===== config.mk =====
export PLATFORM = sky130hd
export DESIGN_NAME = phy_clk_sw_ctrl
export DESIGN_NICKNAME = d
export VERILOG_FILES = /design/src/rtl/phy_clk_pkg.sv /design/src/rtl/phy_sync_bit.sv /design/src/rtl/phy_clk_sw_ctrl.sv
export SDC_FILE = /design/constraint.sdc
export NUM_CORES = 1
export LEC_CHECK = 0
export ABC_AREA = 1
export CAP_MARGIN = 0
export CORE_ASPECT_RATIO = 1.2
export CORE_MARGIN = 5
export CORE_UTILIZATION = 46
export CTS_CLUSTER_DIAMETER = 40
export DETAILED_ROUTE_END_ITERATION = 10
export GPL_TIMING_DRIVEN = 0
export PLACE_DENSITY = 0.64
export SETUP_SLACK_MARGIN = 0.15
export SYNTH_ARGS = -nofsm -noshare
export SYNTH_HDL_FRONTEND = slang
export SYNTH_SLANG_ARGS = --single-unit

===== constraint.sdc =====
create_clock -name clk -period 1.6 [get_ports clk]
set_input_delay 0.48 -clock clk [delete_from_list [all_inputs] [get_ports clk]]
set_output_delay 0.48 -clock clk [all_outputs]
set_load 0.01 [all_outputs]

===== src/rtl/phy_clk_pkg.sv =====
// Shared types and constants for the PHY clock-source switch sequencer.
// The state enum, counter width and reset-default source are used by the controller.
package phy_clk_pkg;

    localparam int   CNT_W        = 16;
    localparam logic CLK_SRC_DFLT = 1'b0;

    typedef enum logic [2:0] {
        ST_IDLE,
        ST_OFF_WAIT,
        ST_GUARD,
        ST_ON_WAIT,
        ST_ERR
    } sw_state_e;

    // The counter holds at all-ones instead of wrapping back to zero.
    function automatic logic [CNT_W-1:0] cnt_sat_inc(input logic [CNT_W-1:0] cnt);
        return (cnt == '1) ? cnt : cnt + 1'b1;
    endfunction

endpackage


===== src/rtl/phy_sync_bit.sv =====
// Multi-flop synchroniser for one asynchronous status bit.
// It has a synchronous active-high reset to 0.
module phy_sync_bit #(
    parameter int STAGES = 2
) (
    input  logic clk,
    input  logic rst,
    input  logic d_i,
    output logic q_o
);

    logic [STAGES-1:0] sync_q;

    // NOTE: the flop chain uses non-blocking assignments. Each stage then
    // samples the value its predecessor held before the edge, so the chain
    // does not collapse into a single flop.
    always_ff @(posedge clk) begin
        if (rst) begin
            sync_q <= '0;
        end else begin
            sync_q <= {sync_q[STAGES-2:0], d_i};
        end
    end

    assign q_o = sync_q[STAGES-1];

endmodule


===== src/rtl/phy_clk_sw_ctrl.sv =====
// Break-before-make sequencer for the two gated clock sources feeding the PHY clock OR.
// At most one gate enable is high at any time. A timeout on either ack parks both gates off.
module phy_clk_sw_ctrl
    import phy_clk_pkg::*;
#(
    parameter int GUARD_CYCLES   = 4,
    parameter int TIMEOUT_CYCLES = 255,
    parameter int SYNC_STAGES    = 2
) (
    input  logic clk,
    input  logic rst,
    input  logic sel_req,
    input  logic ack0,
    input  logic ack1,
    output logic en0,
    output logic en1,
    output logic sel_cur,
    output logic busy,
    output logic done,
    output logic err
);

    localparam logic [CNT_W-1:0] GUARD_LAST   = CNT_W'(GUARD_CYCLES - 1);
    localparam logic [CNT_W-1:0] TIMEOUT_LAST = CNT_W'(TIMEOUT_CYCLES - 1);

    sw_state_e        state_q;
    logic [CNT_W-1:0] cnt_q;
    logic             tgt_q;
    logic             en0_q, en1_q, sel_cur_q, busy_q, done_q, err_q;

    logic s_ack0, s_ack1;
    logic s_ack_cur, s_ack_tgt;

    phy_sync_bit #(.STAGES(SYNC_STAGES)) u_sync_ack0 (
        .clk (clk),
        .rst (rst),
        .d_i (ack0),
        .q_o (s_ack0)
    );

    phy_sync_bit #(.STAGES(SYNC_STAGES)) u_sync_ack1 (
        .clk (clk),
        .rst (rst),
        .d_i (ack1),
        .q_o (s_ack1)
    );

    assign s_ack_cur = sel_cur_q ? s_ack1 : s_ack0;
    assign s_ack_tgt = tgt_q     ? s_ack1 : s_ack0;

    always_ff @(posedge clk) begin
        if (rst) begin
            state_q   <= ST_IDLE;
            cnt_q     <= '0;
            tgt_q     <= CLK_SRC_DFLT;
            en0_q     <= (CLK_SRC_DFLT == 1'b0);
            en1_q     <= (CLK_SRC_DFLT == 1'b1);
            sel_cur_q <= CLK_SRC_DFLT;
            busy_q    <= 1'b0;
            done_q    <= 1'b0;
            err_q     <= 1'b0;
        end else begin
            done_q <= 1'b0;
            unique case (state_q)
                ST_IDLE: begin
                    if (sel_req != sel_cur_q) begin
                        // The idle enable is the current source's enable, so clearing both is the same as clearing it.
                        state_q <= ST_OFF_WAIT;
                        tgt_q   <= sel_req;
                        cnt_q   <= '0;
                        busy_q  <= 1'b1;
                        en0_q   <= 1'b0;
                        en1_q   <= 1'b0;
                    end
                end
                ST_OFF_WAIT: begin
                    if (!s_ack_cur) begin
                        state_q <= ST_GUARD;
                        cnt_q   <= '0;
                    end else if (cnt_q == TIMEOUT_LAST) begin
                        state_q <= ST_ERR;
                        err_q   <= 1'b1;
                    end else begin
                        cnt_q <= cnt_sat_inc(cnt_q);
                    end
                end
                ST_GUARD: begin
                    if (cnt_q == GUARD_LAST) begin
                        state_q <= ST_ON_WAIT;
                        cnt_q   <= '0;
                        en0_q   <= ~tgt_q;
                        en1_q   <= tgt_q;
                    end else begin
                        cnt_q <= cnt_sat_inc(cnt_q);
                    end
                end
                ST_ON_WAIT: begin
                    if (s_ack_tgt) begin
                        state_q   <= ST_IDLE;
                        sel_cur_q <= tgt_q;
                        busy_q    <= 1'b0;
                        done_q    <= 1'b1;
                    end else if (cnt_q == TIMEOUT_LAST) begin
                        state_q <= ST_ERR;
                        err_q   <= 1'b1;
                        en0_q   <= 1'b0;
                        en1_q   <= 1'b0;
                    end else begin
                        cnt_q <= cnt_sat_inc(cnt_q);
                    end
                end
                ST_ERR: begin
                    en0_q  <= 1'b0;
                    en1_q  <= 1'b0;
                    busy_q <= 1'b1;
                    err_q  <= 1'b1;
                end
                default: begin
                    state_q <= ST_ERR;
                    en0_q   <= 1'b0;
                    en1_q   <= 1'b0;
                    err_q   <= 1'b1;
                end
            endcase
        end
    end

    assign en0     = en0_q;
    assign en1     = en1_q;
    assign sel_cur = sel_cur_q;
    assign busy    = busy_q;
    assign done    = done_q;
    assign err     = err_q;

endmodule

==> impl_metrics.tcl, run 1 <==
set metrics [dict create \
    critical_path.max_fanout 6 \
    drv_cap 0 \
    cts.sinks 30 \
    hold_ws_ns 0.4060 \
    worstMarginPinSlew_ns 0.2889 \
    core_um2 4004 \
    diodes 0 \
    ys.flop_type "dfxtp_1" \
    finalSetupTns_ns -0.1146 \
    rsz0062_at_grt "yes" \
    grt_overflow_total 0 \
    ys_types 31 \
    finalHoldViolations 0 \
    grt_max_degree 11 \
    wire_per_inst_um 16.05 \
    cts_buffers 5 \
    dr.first_iter.drc_count 200 \
    layout_common_cells "74 x nand2_1, 28 x inv_1, 25 x nor2_1" \
    irDropWorstVdd_uv 608.9 \
    dieWidth_um 69.26 \
    synth_fp_nets 306 \
    dieArea_um2 5617 \
    critical_path.most_common_cell "nand2_2" \
    area_growth_pct 52.81 \
    preCtsSetupSlack_ns -0.5526 \
    grt_pass1_vias 2100 \
    cp_cell_sequence "ha_4 > inv_2 > nor2_2 > nand2_2 > nor2_4 > nand3_4 > o21ai_2 > nand3_2 > nand2_2 > nand2_1 > nor2_1" \
    status "finished with violations" \
    antenna_found_initial 0 \
    avgViaCountPerCell 5.368 \
    cts_buffer_depth 2 \
    nets 355 \
    multi_input_area_um2 1496 \
    grt_pass1_wl_mm 9.729 \
    synth-async-reset-ratio_pct 0 \
    ctsRootBufferMaster "clkbuf_8" \
    clkTransAtPathRegs_ns 0.08 \
    pwr_density_cell_nw_per_um2 831.8 \
    yosysWarningCount 0 \
    ant_nets 0 \
    hold_class "reg -> reg" \
    numPortBuffers 10 \
    crit_type "reg -> reg" \
    first_pass_iters 4 \
    synth-edff-count 0 \
    fmax_ghz 0.5832 \
    slew_violations 0 \
    min_period_ns 1.715 \
    design_area_um2 2962 \
    violations "setup timing" \
    syn_area_per_cell_um2 6.504 \
    start_util_pct 48.41 \
    cp_data_required_time_ns 1.80 \
    vias 2158 \
    cts_tree "yes" \
    ys_ff_latch 30 \
    dpl_cell_area_um2 2110 \
    p_leak_nw 1.242 \
    synthCells 298 \
    timing.final.ws_setup_ns -0.1146 \
    rows 25 \
    insertion_delay_ns 0.29 \
    grt_util_all_layers_pct 21.91 \
    yosysSeqAreaShare_pct 30.99 \
    max_stage_delay_ns 0.41 \
    worstSetupEndpointType "register" \
    gp_congestion 0.8954 \
    worst_path_max_delay_cell "dfxtp_4" \
    drive_above_1_share_pct 45.11 \
    final_common_cell "nand2_1" \
    die_h_um 81.11 \
    skew_ns 0.01044 \
    slew_headroom_pct 80.74 \
    ioPinCount 11 \
    fillers 299 \
    regArea_um2 644.4 \
    cts.htree.levels 2 \
    worstPathArrival_ns 1.91 \
    post-route-period-util_pct 107.2 \
    start_kind "register" \
    setup_violations 1 \
    route.detailed.drc 0 \
    post-dp-hpwl_mm 3.402 \
    synth_area_um2 1938 \
    drt_wl_total_mm 6.451 \
]
[state kept, by name, summed over array words and instances, names as in the netlist]
| signal | cells |
|---|---|
| err | 1 |
| en1 | 1 |
| u_sync_ack0.sync_q | 2 |
| done | 1 |
| sel_cur | 1 |
| u_sync_ack1.sync_q | 2 |
| state_q | 3 |
| tgt_q | 1 |
| cnt_q | 16 |
| busy | 1 |
| en0 | 1 |
[cell families (layout without fill, tap and decap cells)]
logic type      after synthesis  after routing  synth area share (%)
simple gates                176            177                 41.96
compound gates               43             43                 13.69
buf+inv                      43             92                 9.684
flops                        30             30                 30.99
fa+ha+maj                     3              3                 1.937
xor+xnor                      3              3                 1.743
[cell usage after synthesis (3+ instances only)]
| library cell | number | share of area (%) |
|---|---|---|
| nand4_1 | 4 | 1.3 |
| o21ai_0 | 11 | 2.8 |
| nand3_2 | 6 | 3.1 |
| nand2_2 | 7 | 2.3 |
| nor2_2 | 8 | 2.6 |
| ha_1 | 3 | 1.9 |
| nor2_1 | 31 | 6.0 |
| clkbuf_1 | 3 | 0.58 |
| nand3_1 | 17 | 4.4 |
| a21oi_2 | 8 | 3.6 |
| dfxtp_1 | 30 | 31 |
| nand2_1 | 92 | 18 |
| nor3_1 | 6 | 1.5 |
| inv_1 | 33 | 6.4 |
| a21oi_1 | 15 | 3.9 |
| o21ai_2 | 3 | 1.4 |
[path summary, 6_finish.rpt]
check,depth (start not counted),to,from,slack [ns]
hold / removal,2,u_sync_ack0.sync_q[1],u_sync_ack0.sync_q[0],0.41
setup reg to reg,11,cnt_q[15],cnt_q[0],-0.11
setup / recovery,11,cnt_q[15],cnt_q[0],-0.11
hold reg to reg,2,u_sync_ack0.sync_q[1],u_sync_ack0.sync_q[0],0.41
[per-layer routing]
metal	vias to the layer above	share of wire [%]	wire (um)	global-route usage (%)
met5	-	0	0	0
met4	0	5.0	325	12.89
met1	1007	37	2402	22.18
met3	30	4.1	266	3.465
met2	71	54	3457	42.46
li1	1050	-	-	-
[power by group]
group	internal, mW	switching [mW]	leakage (nW)
Sequential	0.777	0.0375	0.256
Clock	0.665	0.323	0.0714
Combinational	0.298	0.362	0.915
Total	1.74	0.723	1.24
[area by class of cell]
class / count / share of cell area, %
plain buffers: 6 / 1.901
clock buffers: 6 / 2.788
clock inverters: 2 / 2.028
inverters: 37 / 5.281
multi-input cells: 226 / 50.53
flip-flops and latches: 30 / 21.76
well taps: 54 / 2.281
repair buffers: 41 / 13.43
[worst max-delay path: cells and delay by family (launching register included)]
family,cells,cell delay [ns]
buffers and inverters,1,0.04
DFF,1,0.41
AOI/OAI and AO/OA,1,0.11
and+or+nand+nor,8,0.92
adders and majority gates,1,0.15
[metrics by stage]
step / util (%) / power, mW / std cells
after floorplan: - / 1.122 / 298
after global placement: 52.69 / 1.227 / 362
after detailed placement: 52.69 / 1.230 / 362
after CTS: 68.13 / 2.396 / 392
after global routing: 73.97 / 2.562 / 402
final: 73.97 / 2.464 / 402
[what timing repair did]
| action | 4_1_cts | 5_1_grt |
|---|---|---|
| setup buffers | 21 | 9 |
| hold buffers | 0 | 0 |
| setup endpoints to repair | 32 | 25 |
| pin swaps | 30 | 27 |
| cloned | 1 | 1 |
| gates resized for setup | 100 | 36 |
Power figures use the tool's default switching activity.
==> run 2: changes to the inputs <==
Settings changed: CTS_CLUSTER_SIZE set to 8, PLACE_DENSITY 0.64 to 0.61, SETUP_SLACK_MARGIN 0.15 to unset.
Clock period 1.6 ns to 1.74 ns, I/O delays scaled along.
==> impl_metrics.tcl, run 2 (synthesis results as in run 1) <==
set metrics [dict create \
    cts_buffer_depth 2 \
    cts.htree.levels 2 \
    pwr-share-comb_pct 22.2 \
    diodes 0 \
    cts_tree "yes" \
    hold_buffers 0 \
    finalHoldViolations 0 \
    cp_data_required_time_ns 1.22 \
    layout_common_cells "90 x nand2_1, 31 x inv_1, 30 x nor2_1" \
    die_h_um 81.11 \
    dieWidth_um 69.26 \
    min_period_ns 1.674 \
    design_area_um2 2282 \
    pwr_density_cell_nw_per_um2 757.6 \
    dp.cells 362 \
    vias 1876 \
    route.detailed.drc 0 \
    grt_pass1_vias 1729 \
    slew_headroom_pct 61.41 \
    pwr-share-clk_pct 34.8 \
    drt_wl_total_mm 4.733 \
    cp_cell_sequence "clkdlybuf4s50_1" \
    power_switching_mw 0.5425 \
    drive_above_1_share_pct 21.32 \
    crit_family "buffers and inverters" \
    wire_per_inst_um 12.69 \
    worstMarginPinSlew_ns 0.5789 \
    critical_path_cell_count 1 \
    p_leak_nw 0.9455 \
    swShare_pct 31.38 \
    worstPathArrival_ns 1.15 \
    top_regs "cnt_q: 16 flops, state_q: 3 flops" \
    pwr-share-seq_pct 43.1 \
    rows 25 \
    dpl_cell_area_um2 2106 \
    ctsRootBufferMaster "clkbuf_8" \
    final_common_cell "nand2_1" \
    grt_pass1_wl_mm 8.010 \
    hold_class "reg -> reg" \
    avgViaCountPerCell 5.029 \
    grt_util_all_layers_pct 17.91 \
    slew_violations 0 \
    nets 326 \
    antenna_found_initial 0 \
    ioPinCount 11 \
    top_register "cnt_q" \
    reg2reg_depth 11 \
    core_um2 4004 \
    finalPower_mw 1.729 \
    numPortBuffers 10 \
    area_growth_pct 17.75 \
    whs_path_depth 2 \
    setup_violations 0 \
    grt_max_degree 11 \
    dr.first_iter.drc_count 147 \
    max_stage_delay_ns 0.54 \
    insertion_delay_ns 0.29 \
    fmax_ghz 0.5973 \
    internal_power_mw 1.186 \
    drv_cap 0 \
    worstSetupEndpointType "output port" \
    grt_overflow_total 0 \
    worst_path_max_delay_cell "clkdlybuf4s50_1" \
    post-dp-hpwl_mm 3.436 \
    ant_nets 0 \
    clkTransAtPathRegs_ns 0.07 \
    hold_ws_ns 0.4001 \
    status "finished clean" \
    cts_buffers 5 \
    irDropWorstVdd_uv 574.2 \
    cts.sinks 30 \
    skew_ns 0.008068 \
    start_util_pct 48.41 \
    post-route-period-util_pct 96.21 \
    crit_buf_inv 1 \
    final_cell_count_no_fill 373 \
    largest_reg_flops 16 \
    fillers 418 \
    dieArea_um2 5617 \
    start_kind "register" \
    first_pass_iters 4 \
    critical_path.max_fanout 2 \
    finalSetupTns_ns 0 \
    gp_congestion 0.8690 \
    crit_type "reg -> out" \
]
run 2: changes by cell type in the layout (fill, tap and decap cells not counted), moves of 5 or more:
cell / change
nand3_1: +8
buf_4: -18
nand2_2: -6
dfxtp_1: +13
buf_6: -8
nor2_1: +5
dfxtp_2: -7
clkdlybuf4s50_1: +5
nand2_4: -9
nand3_2: -5
dfxtp_4: -6
nand2_1: +16
run 2: what timing repair did:
action,in CTS,in global routing
cloned,0,0
pin swaps,2,1
setup buffers,2,1
setup endpoints to repair,23,20
hold endpoints to repair,0,0
resized for setup,7,17
run 2: final cells by class:
cell class	instances	area [um^2]	share of cell area (%)
Multi-Input combinational cell	225	1201	52.63
Sequential cell	30	613.1	26.86
Inverter	37	143.9	6.305
Timing Repair Buffer	13	120.1	5.263
Clock buffer	7	86.33	3.783
Tap cell	54	67.56	2.961
Buffer	6	45.04	1.974
Clock inverter	1	5.005	0.2193
run 2: worst min-delay path, delay by kind of cell (launching register included):
family | cells | cell delay [ns]
buf+inv | 1 | 0.04
simple gates | 1 | 0.03
flops | 1 | 0.29
run 2: power by group through the flow:
| stage | sequential [mW] | clock (mW) | combinational [mW] |
|---|---|---|---|
| 2_1_floorplan | 0.760 | 0 | 0.271 |
| 3_3_place_gp | 0.759 | 0 | 0.368 |
| 3_5_place_dp | 0.759 | 0 | 0.369 |
| 4_1_cts | 0.744 | 0.609 | 0.385 |
| 5_1_grt | 0.748 | 0.649 | 0.425 |
| 6_report | 0.744 | 0.601 | 0.384 |
run 2: path summary, 6_finish.rpt:
check | from | end | slack [ns]
worst max register to register | cnt_q[1] | cnt_q[0] | 0.13
worst max-delay path | busy | busy | 0.07
worst min register to register | u_sync_ack1.sync_q[0] | u_sync_ack1.sync_q[1] | 0.40
worst min-delay path | u_sync_ack1.sync_q[0] | u_sync_ack1.sync_q[1] | 0.40
run 2: stage by stage:
stage / util, % / setup WS, ns
3_5_place_dp: 52.59 / -0.3926
4_1_cts: 55.53 / 0.003543
5_1_grt: 57.00 / -0.02293
3_3_place_gp: 52.59 / -0.4010
2_1_floorplan: - / 0.2666
6_report: 57.00 / 0.06593
run 2: per-layer routing:
metal | share of wire, % | track usage (%) | vias up
met5 | 0 | 0 | -
met4 | 2.3 | 8.203 | 0
met3 | 4.5 | 3.960 | 11
met2 | 49 | 31.68 | 38
met1 | 44 | 20.74 | 843
li1 | - | - | 984
